[src/rtl/ssp_overlay_compositor.sv]
// SuperSprite overlay compositor: up to four keyed overlay layers over Apple II video, strict priority, frame-stepped fade.
// Optional build macro SSP_CHROMA_KEY_EN adds the chroma-key registers ($1/$2) and the mode-3 comparators.
module ssp_overlay_compositor #(
  parameter int LAYERS        = 2,
  parameter int COLOR_W       = 4,
  parameter int FORCE_OVERLAY = 0
) (
  input  logic                          clk_logic_i,
  input  logic                          reset_i,
  input  logic                          reg_wr_i,
  input  logic [3:0]                    reg_addr_i,
  input  logic [7:0]                    reg_data_i,
  output logic [7:0]                    reg_rd_data_o,
  input  logic                          frame_start_i,
  input  logic                          pixel_valid_i,
  input  logic [7:0]                    base_r_i,
  input  logic [7:0]                    base_g_i,
  input  logic [7:0]                    base_b_i,
  input  logic [LAYERS*3*COLOR_W-1:0]   layer_rgb_i,
  input  logic [LAYERS-1:0]             layer_transparent_i,
  output logic [7:0]                    pix_r_o,
  output logic [7:0]                    pix_g_o,
  output logic [7:0]                    pix_b_o,
  output logic                          pixel_valid_o,
  output logic                          overlay_active_o
);

  localparam logic FORCE_SW = (FORCE_OVERLAY != 0);

  logic       overlay_sw, apple_video_sw;
  logic [1:0] layer_mode [LAYERS];
  logic [4:0] fade_target, fade_level;
  logic [2:0] fade_rate, frame_cnt;
`ifdef SSP_CHROMA_KEY_EN
  logic [3:0] chroma_r, chroma_g, chroma_b;
`endif

  logic [7:0]        lay_r [LAYERS];
  logic [7:0]        lay_g [LAYERS];
  logic [7:0]        lay_b [LAYERS];
  logic [LAYERS-1:0] hit;

  logic [7:0]        s1_r [LAYERS];
  logic [7:0]        s1_g [LAYERS];
  logic [7:0]        s1_b [LAYERS];
  logic [LAYERS-1:0] s1_hit;
  logic [7:0]        s1_base_r, s1_base_g, s1_base_b;
  logic              s1_valid;
  logic [7:0]        sel_r, sel_g, sel_b;

  // Register bank; offsets $3-$6 are legacy soft-switch strobes that ignore the data byte.
  always_ff @(posedge clk_logic_i or posedge reset_i) begin
    if (reset_i) begin
      overlay_sw     <= FORCE_SW;
      apple_video_sw <= 1'b1;
      fade_target    <= 5'd16;
      fade_rate      <= 3'd0;
      for (int n = 0; n < LAYERS; n++) layer_mode[n] <= 2'd1;
`ifdef SSP_CHROMA_KEY_EN
      chroma_r <= '0;
      chroma_g <= '0;
      chroma_b <= '0;
`endif
    end else if (reg_wr_i) begin
      case (reg_addr_i)
        4'h0: begin
          overlay_sw     <= reg_data_i[0];
          apple_video_sw <= reg_data_i[1];
        end
`ifdef SSP_CHROMA_KEY_EN
        4'h1: begin
          chroma_r <= reg_data_i[7:4];
          chroma_g <= reg_data_i[3:0];
        end
        4'h2: chroma_b <= reg_data_i[3:0];
`endif
        4'h3: apple_video_sw <= 1'b0;
        4'h4: apple_video_sw <= 1'b1;
        4'h5: overlay_sw     <= FORCE_SW;
        4'h6: overlay_sw     <= 1'b1;
        4'h7: begin
          fade_target <= (reg_data_i[4:0] > 5'd16) ? 5'd16 : reg_data_i[4:0];
          fade_rate   <= reg_data_i[7:5];
        end
        default: begin
          for (int n = 0; n < LAYERS; n++)
            if (reg_addr_i == 4'(8 + n)) layer_mode[n] <= reg_data_i[1:0];
        end
      endcase
    end
  end

  // Fade steps use the registers as they stood before any same-cycle write.
  always_ff @(posedge clk_logic_i or posedge reset_i) begin
    if (reset_i) begin
      fade_level <= 5'd16;
      frame_cnt  <= 3'd0;
    end else if (frame_start_i) begin
      if (frame_cnt == fade_rate) begin
        frame_cnt <= 3'd0;
        if (fade_level < fade_target)      fade_level <= fade_level + 5'd1;
        else if (fade_level > fade_target) fade_level <= fade_level - 5'd1;
      end else begin
        frame_cnt <= frame_cnt + 3'd1;
      end
    end
  end

  always_comb begin
    reg_rd_data_o = '0;
    case (reg_addr_i)
      4'h0, 4'h3, 4'h4, 4'h5, 4'h6: reg_rd_data_o = {6'b0, apple_video_sw, overlay_sw};
`ifdef SSP_CHROMA_KEY_EN
      4'h1: reg_rd_data_o = {chroma_r, chroma_g};
      4'h2: reg_rd_data_o = {4'b0, chroma_b};
`endif
      4'h7: reg_rd_data_o = {fade_rate, fade_target};
      default: begin
        for (int n = 0; n < LAYERS; n++)
          if (reg_addr_i == 4'(8 + n)) reg_rd_data_o = {6'b0, layer_mode[n]};
      end
    endcase
  end

  // Layer pixels are widened left-aligned so the chroma key always compares the top nibble.
  always_comb begin
    for (int n = 0; n < LAYERS; n++) begin
      lay_r[n] = '0;
      lay_g[n] = '0;
      lay_b[n] = '0;
      lay_r[n][7 -: COLOR_W] = layer_rgb_i[n*3*COLOR_W + 2*COLOR_W +: COLOR_W];
      lay_g[n][7 -: COLOR_W] = layer_rgb_i[n*3*COLOR_W + COLOR_W +: COLOR_W];
      lay_b[n][7 -: COLOR_W] = layer_rgb_i[n*3*COLOR_W +: COLOR_W];
      hit[n] = 1'b0;
      case (layer_mode[n])
        2'd1: hit[n] = |{lay_r[n], lay_g[n], lay_b[n]};
        2'd2: hit[n] = !layer_transparent_i[n];
`ifdef SSP_CHROMA_KEY_EN
        2'd3: hit[n] = !((lay_r[n][7:4] == chroma_r) && (lay_g[n][7:4] == chroma_g) &&
                         (lay_b[n][7:4] == chroma_b));
`endif
        default: hit[n] = 1'b0;
      endcase
    end
  end

  always_ff @(posedge clk_logic_i or posedge reset_i) begin
    if (reset_i) begin
      for (int n = 0; n < LAYERS; n++) begin
        s1_r[n] <= '0;
        s1_g[n] <= '0;
        s1_b[n] <= '0;
      end
      s1_hit    <= '0;
      s1_base_r <= '0;
      s1_base_g <= '0;
      s1_base_b <= '0;
      s1_valid  <= 1'b0;
    end else begin
      s1_r      <= lay_r;
      s1_g      <= lay_g;
      s1_b      <= lay_b;
      s1_hit    <= hit & {LAYERS{overlay_sw}};
      s1_base_r <= apple_video_sw ? base_r_i : 8'd0;
      s1_base_g <= apple_video_sw ? base_g_i : 8'd0;
      s1_base_b <= apple_video_sw ? base_b_i : 8'd0;
      s1_valid  <= pixel_valid_i;
    end
  end

  // Walk from lowest priority upward so the lowest-index hitting layer lands last.
  always_comb begin
    sel_r = s1_base_r;
    sel_g = s1_base_g;
    sel_b = s1_base_b;
    for (int n = LAYERS - 1; n >= 0; n--) begin
      if (s1_hit[n]) begin
        sel_r = s1_r[n];
        sel_g = s1_g[n];
        sel_b = s1_b[n];
      end
    end
  end

  function automatic logic [7:0] scale(input logic [7:0] ch, input logic [4:0] level);
    logic [12:0] prod;
    prod = {5'b0, ch} * {8'b0, level};
    return 8'(prod >> 4);
  endfunction

  always_ff @(posedge clk_logic_i or posedge reset_i) begin
    if (reset_i) begin
      pix_r_o       <= '0;
      pix_g_o       <= '0;
      pix_b_o       <= '0;
      pixel_valid_o <= 1'b0;
    end else begin
      pix_r_o       <= scale(sel_r, fade_level);
      pix_g_o       <= scale(sel_g, fade_level);
      pix_b_o       <= scale(sel_b, fade_level);
      pixel_valid_o <= s1_valid;
    end
  end

  assign overlay_active_o = overlay_sw;

endmodule

[config.mk]
export PLATFORM = sky130hd
export DESIGN_NAME = ssp_overlay_compositor
export DESIGN_NICKNAME = d
export VERILOG_FILES = /design/src/rtl/ssp_overlay_compositor.sv
export SDC_FILE = /design/constraint.sdc
export NUM_CORES = 1
export LEC_CHECK = 0
export BUFFER_PORTS_ARGS = -buffer_cell sky130_fd_sc_hd__buf_2
export CORE_MARGIN = 2
export CORE_UTILIZATION = 42
export CTS_CLUSTER_SIZE = 8
export DETAILED_ROUTE_END_ITERATION = 16
export PLACE_DENSITY = 0.63
export RECOVER_POWER = 50
export REMOVE_ABC_BUFFERS = 1
export SLEW_MARGIN = 20
export SYNTH_ARGS = -nofsm -noshare
export SYNTH_HDL_FRONTEND = slang
export SYNTH_SLANG_ARGS = --single-unit
[constraint.sdc]
create_clock -name clk_logic_i -period 4.1 [get_ports clk_logic_i]
set_input_delay 1.23 -clock clk_logic_i [delete_from_list [all_inputs] [get_ports clk_logic_i]]
set_output_delay 1.23 -clock clk_logic_i [all_outputs]
set_load 0.01 [all_outputs]
==> run summary <==
The run finished, with violations left. The final reports fail on capacitance limit, slew limit. Hold is met by 350 ps. The most common flop cell mapped by yosys was sky130_fd_sc_hd__dfrtp_1. The height of the die is 133 um, and the count of port buffers added during placement is 100. The leakage power summed over all cells is 4.48 nW, and the portion of total power attributed to the clock network is 24.0%. Per report_power, the sequential group accounts for 36.2% of the total.

The total power consumption of the routed design is 0.00363 W. The maximum cell stage delay along the critical path works out to 510 ps. By startpoint and endpoint, the worst setup path is classified as reg2reg.

The final RePlAce weighted congestion was 0.808. The total setup violations reported at the end of the flow is 0. On the final layout, the worst clock skew is 7.66 ps. The reported max-cap violation count is 1.

The total placed instance area came out at 8110 um^2. The internal portion of the total power is 0.00231 W. Initial antenna violation count: 0. Global routing used 18.1% of the available tracks across all layers.

Measured against its own limit, the worst slew margin works out to -61.2%. Endpoint arrival time on the critical path: 4300 ps. Clock tree synthesis found a total of 98 sinks. Total congestion overflow after global routing: 0. The worst-case IR drop observed on VDD is 0.261 mV. At the end of the flow the core is filled with cells to 53.2%. After clock tree synthesis, the clock-pin slew on the worst setup and hold paths is 70 ps.

The count of final hold-check violations is 0. The tools report the nature of the critical path startpoint as a flip-flop. The final routed wirelength across all metal layers was 15.4 mm.

The width of the chip was 133 um; the ratio of routed vias to standard cells was 4.86. The initialized floorplan defines 47 standard-cell rows. The number of nets with antenna violations after routing came out at 0. Power spread over the standard cell area amounts to 415 nW/um^2. The post-synthesis sequential area ratio is 35.0%. The run gives 176 as the count of routing violations after the opening detailed-route iteration.

The die covers 17800 um^2. The run gives 0 as the antenna diode count. The synthesized area per cell is 10.1 um^2, and the post-synthesis cell type count is 44. Entering global routing, the biggest net connects 99 pins.

No sink is reached through more buffers than the 2 on the longest clock path. Net switching is 36.5% of the power. In this run the most critical hold path is launched from s1_valid.

The total number of yosys warnings came out at 0. The tools report the kind of capture point of the worst setup path as a flip-flop. The cell type of the slowest stage on the worst timing path was sky130_fd_sc_hd__fa_1. Synthesis produced a netlist whose cell count is 699. The worst path uses 99.1% of the clock period.

TritonCTS built the clock tree. The first global-routing pass estimated 25.5 mm of wire. STA puts the critical path data required time at 4330 ps. For the sum of net half-perimeters after detailed placement, the log shows 11.3 mm.

Of all flip-flops after synthesis, the portion carrying an async set or reset was 100%. With fillers left out, the area of the finished cells amounts to 8760 um^2. The critical path goes through buf_6, nor2_4, buf_12, buf_12, nand3_4, fa_1, fa_1, fa_1, inv_1, ha_2, o41a_1, a311o_1, a31o_1, xnor2_1.

Across all layers, the routed design uses 5210 vias. The net switching component of the power is 0.00133 W, and the upper clock frequency limit is 246 MHz. The run gives 7030 um^2 as the summed instance area of the synthesized netlist. Setup repair after global routing could not meet its margin everywhere. Counting flops with a built-in enable in the synthesized netlist gives 0.

The synthesized design contains 98 register bits. The area growth from synthesis to layout works out to 24.6%. The count of hold buffers inserted by post-cts repair came out at 0. Gate family responsible for the most delay along the worst path: adder cells.

The worst register-to-register path begins at s1_hit[1]. Starting utilization of the core area: 42.7%. The number of remaining DRC errors was 0.

The total CTS buffers is 9. Count of pins over their slew limit: 99. After the last flow step, the layout net total stands at 1029. In the final routed layout, each cell accounts on average for 14.4 um.

Counting both buffers and inverters, the worst setup path holds a total of 4. For the final routed database, the setup TNS stands at 0 ps. The via count of the first global-routing pass was 5282; the clock insertion delay at the later pin of the skew report was 350 ps. Along the worst path, the maximum fanout reaches 7. The most frequent cell on the critical path is sky130_fd_sc_hd__fa_1.

For the combinational share of power, the log shows 39.8%. Origin of the worst setup path: s1_hit[1]. The tools report the first-pass iteration count of the detailed router as 4. 101 I/O pins were placed. The tools report the total number of H-tree levels as 3.

The clock root buffer master is sky130_fd_sc_hd__clkbuf_16. Core region area: 16500 um^2. The class of the worst hold path was reg2reg.

The share of cells above drive strength 1 is 25.9%, and the post-route minimum period is 4060 ps. The transition time at the pin with the least slew margin was 2420 ps.
==> flip-flops by register name, summed over array words and instances (netlist names) <==
register,flops
pix_b_o,8
overlay_active_o,1
pix_r_o,8
s1_valid,1
fade_rate,3
s1_b,8
s1_base_b,8
layer_mode,4
s1_r,8
pixel_valid_o,1
s1_hit,2
fade_level,5
pix_g_o,8
s1_base_g,8
s1_base_r,8
apple_video_sw,1
s1_g,8
fade_target,5
frame_cnt,3
==> synthesized netlist by cell type (all sizes together) (8+ instances only) <==
| cell | instances | area, um^2 |
|---|---|---|
| mux2 | 9 | 101 |
| nor3 | 11 | 55.1 |
| inv | 86 | 323 |
| and2 | 54 | 338 |
| a21oi | 16 | 80.1 |
| ha | 67 | 838 |
| mux2i | 16 | 160 |
| fa | 49 | 981 |
| nor2b | 16 | 100 |
| nand2 | 49 | 184 |
| nand3 | 18 | 90.1 |
| nand2b | 12 | 75.1 |
| nor2 | 29 | 109 |
| dfrtp | 93 | 2330 |
| o21ai | 25 | 125 |
| and3 | 36 | 225 |
| clkbuf | 23 | 86.3 |
| o21a | 8 | 60.1 |
| xnor2 | 23 | 201 |
| xor2 | 13 | 114 |
==> layer usage <==
| layer | share of wire (%) | vias to the layer above | global-route usage (%) | wire length, um |
|---|---|---|---|---|
| met5 | 0 | - | 0 | 0 |
| met4 | 1.8 | 0 | 6.38 | 284 |
| met3 | 4.2 | 17 | 2.93 | 641 |
| met2 | 47 | 105 | 28.9 | 7200 |
| met1 | 47 | 2510 | 25.0 | 7250 |
| li1 | - | 2578 | - | - |
==> metrics by stage <==
stage	worst slack, ps	std cells
6_report	35.0	1071
5_1_grt	-151	1071
4_1_cts	2.58	1067
3_5_place_dp	-124	1043
3_3_place_gp	-56.6	1043
2_1_floorplan	-1190	673
==> path summary, 6_finish.rpt <==
| path | endpoint | slack, ps | cells past startpoint |
|---|---|---|---|
| max in group asynchronous | s1_base_g[1] | 920 | 3 |
| min in group asynchronous | pix_r_o[5] | 1740 | 3 |
| setup reg to reg | pix_g_o[7] | 40 | 14 |
| setup / recovery | pix_g_o[7] | 40 | 14 |
| hold / removal | pixel_valid_o | 350 | 0 |
| hold reg to reg | pixel_valid_o | 350 | 0 |
==> placed cells by master (no fill, tap or decap), drive strengths merged, types with 5 or more instances in the layout <==
master / instances
xor2: 13
and2: 54
nor4: 7
xnor2: 23
ha: 67
and3: 36
o21ai: 25
nor3: 11
o21a: 8
fa: 49
nand4: 5
nand2b: 12
nand3: 18
mux2: 9
dfrtp: 93
buf: 138
inv: 87
nand2: 49
nor2b: 16
dfstp: 5
nor2: 29
clkbuf: 34
a21oi: 16
mux2i: 16
==> final cells by class <==
class | count | area [um^2]
timing repair buffer | 162 | 1010
clock inverter | 6 | 72.6
clock buffer | 10 | 229
fill | 1548 | 7710
inverter | 86 | 324
multi-input combinational | 489 | 4390
sequential | 98 | 2460
tap | 220 | 275
==> repair_timing <==
action	4_1_cts	5_1_grt
cloned	2	0
endpoints found under the setup margin	8	11
setup buffers	6	6
resized for setup	18	45
pin swaps	22	32
==> worst reg2reg max path, delay by kind of cell (launching register included) <==
family / cells / cell delay, ps
fa+ha+maj: 4 / 1710
compound gates: 3 / 1070
buf+inv: 4 / 420
flops: 1 / 410
simple gates: 2 / 210
xor+xnor: 1 / 130
==> cell families after synthesis <==
group,after synthesis,share of synthesized area (%)
XOR/XNOR,36,4.48
flip-flops,98,35.0
multiplexers,25,3.72
AND/OR/NAND/NOR,242,18.5
adder cells (fa/ha/maj),116,25.9
buffers and inverters,112,6.07
AO/OA/AOI/OAI,70,6.41
==> power groups by stage <==
stage / registers [W] / logic (W) / clock network [W]
floorplan: 0.00136 / 0.000782 / 0
global placement: 0.00133 / 0.00133 / 0
detailed placement: 0.00133 / 0.00137 / 0
CTS: 0.00131 / 0.00142 / 0.000903
global route: 0.00134 / 0.00165 / 0.000937
finish: 0.00132 / 0.00145 / 0.000873
Note: power is estimated with default switching activity, not from simulation.
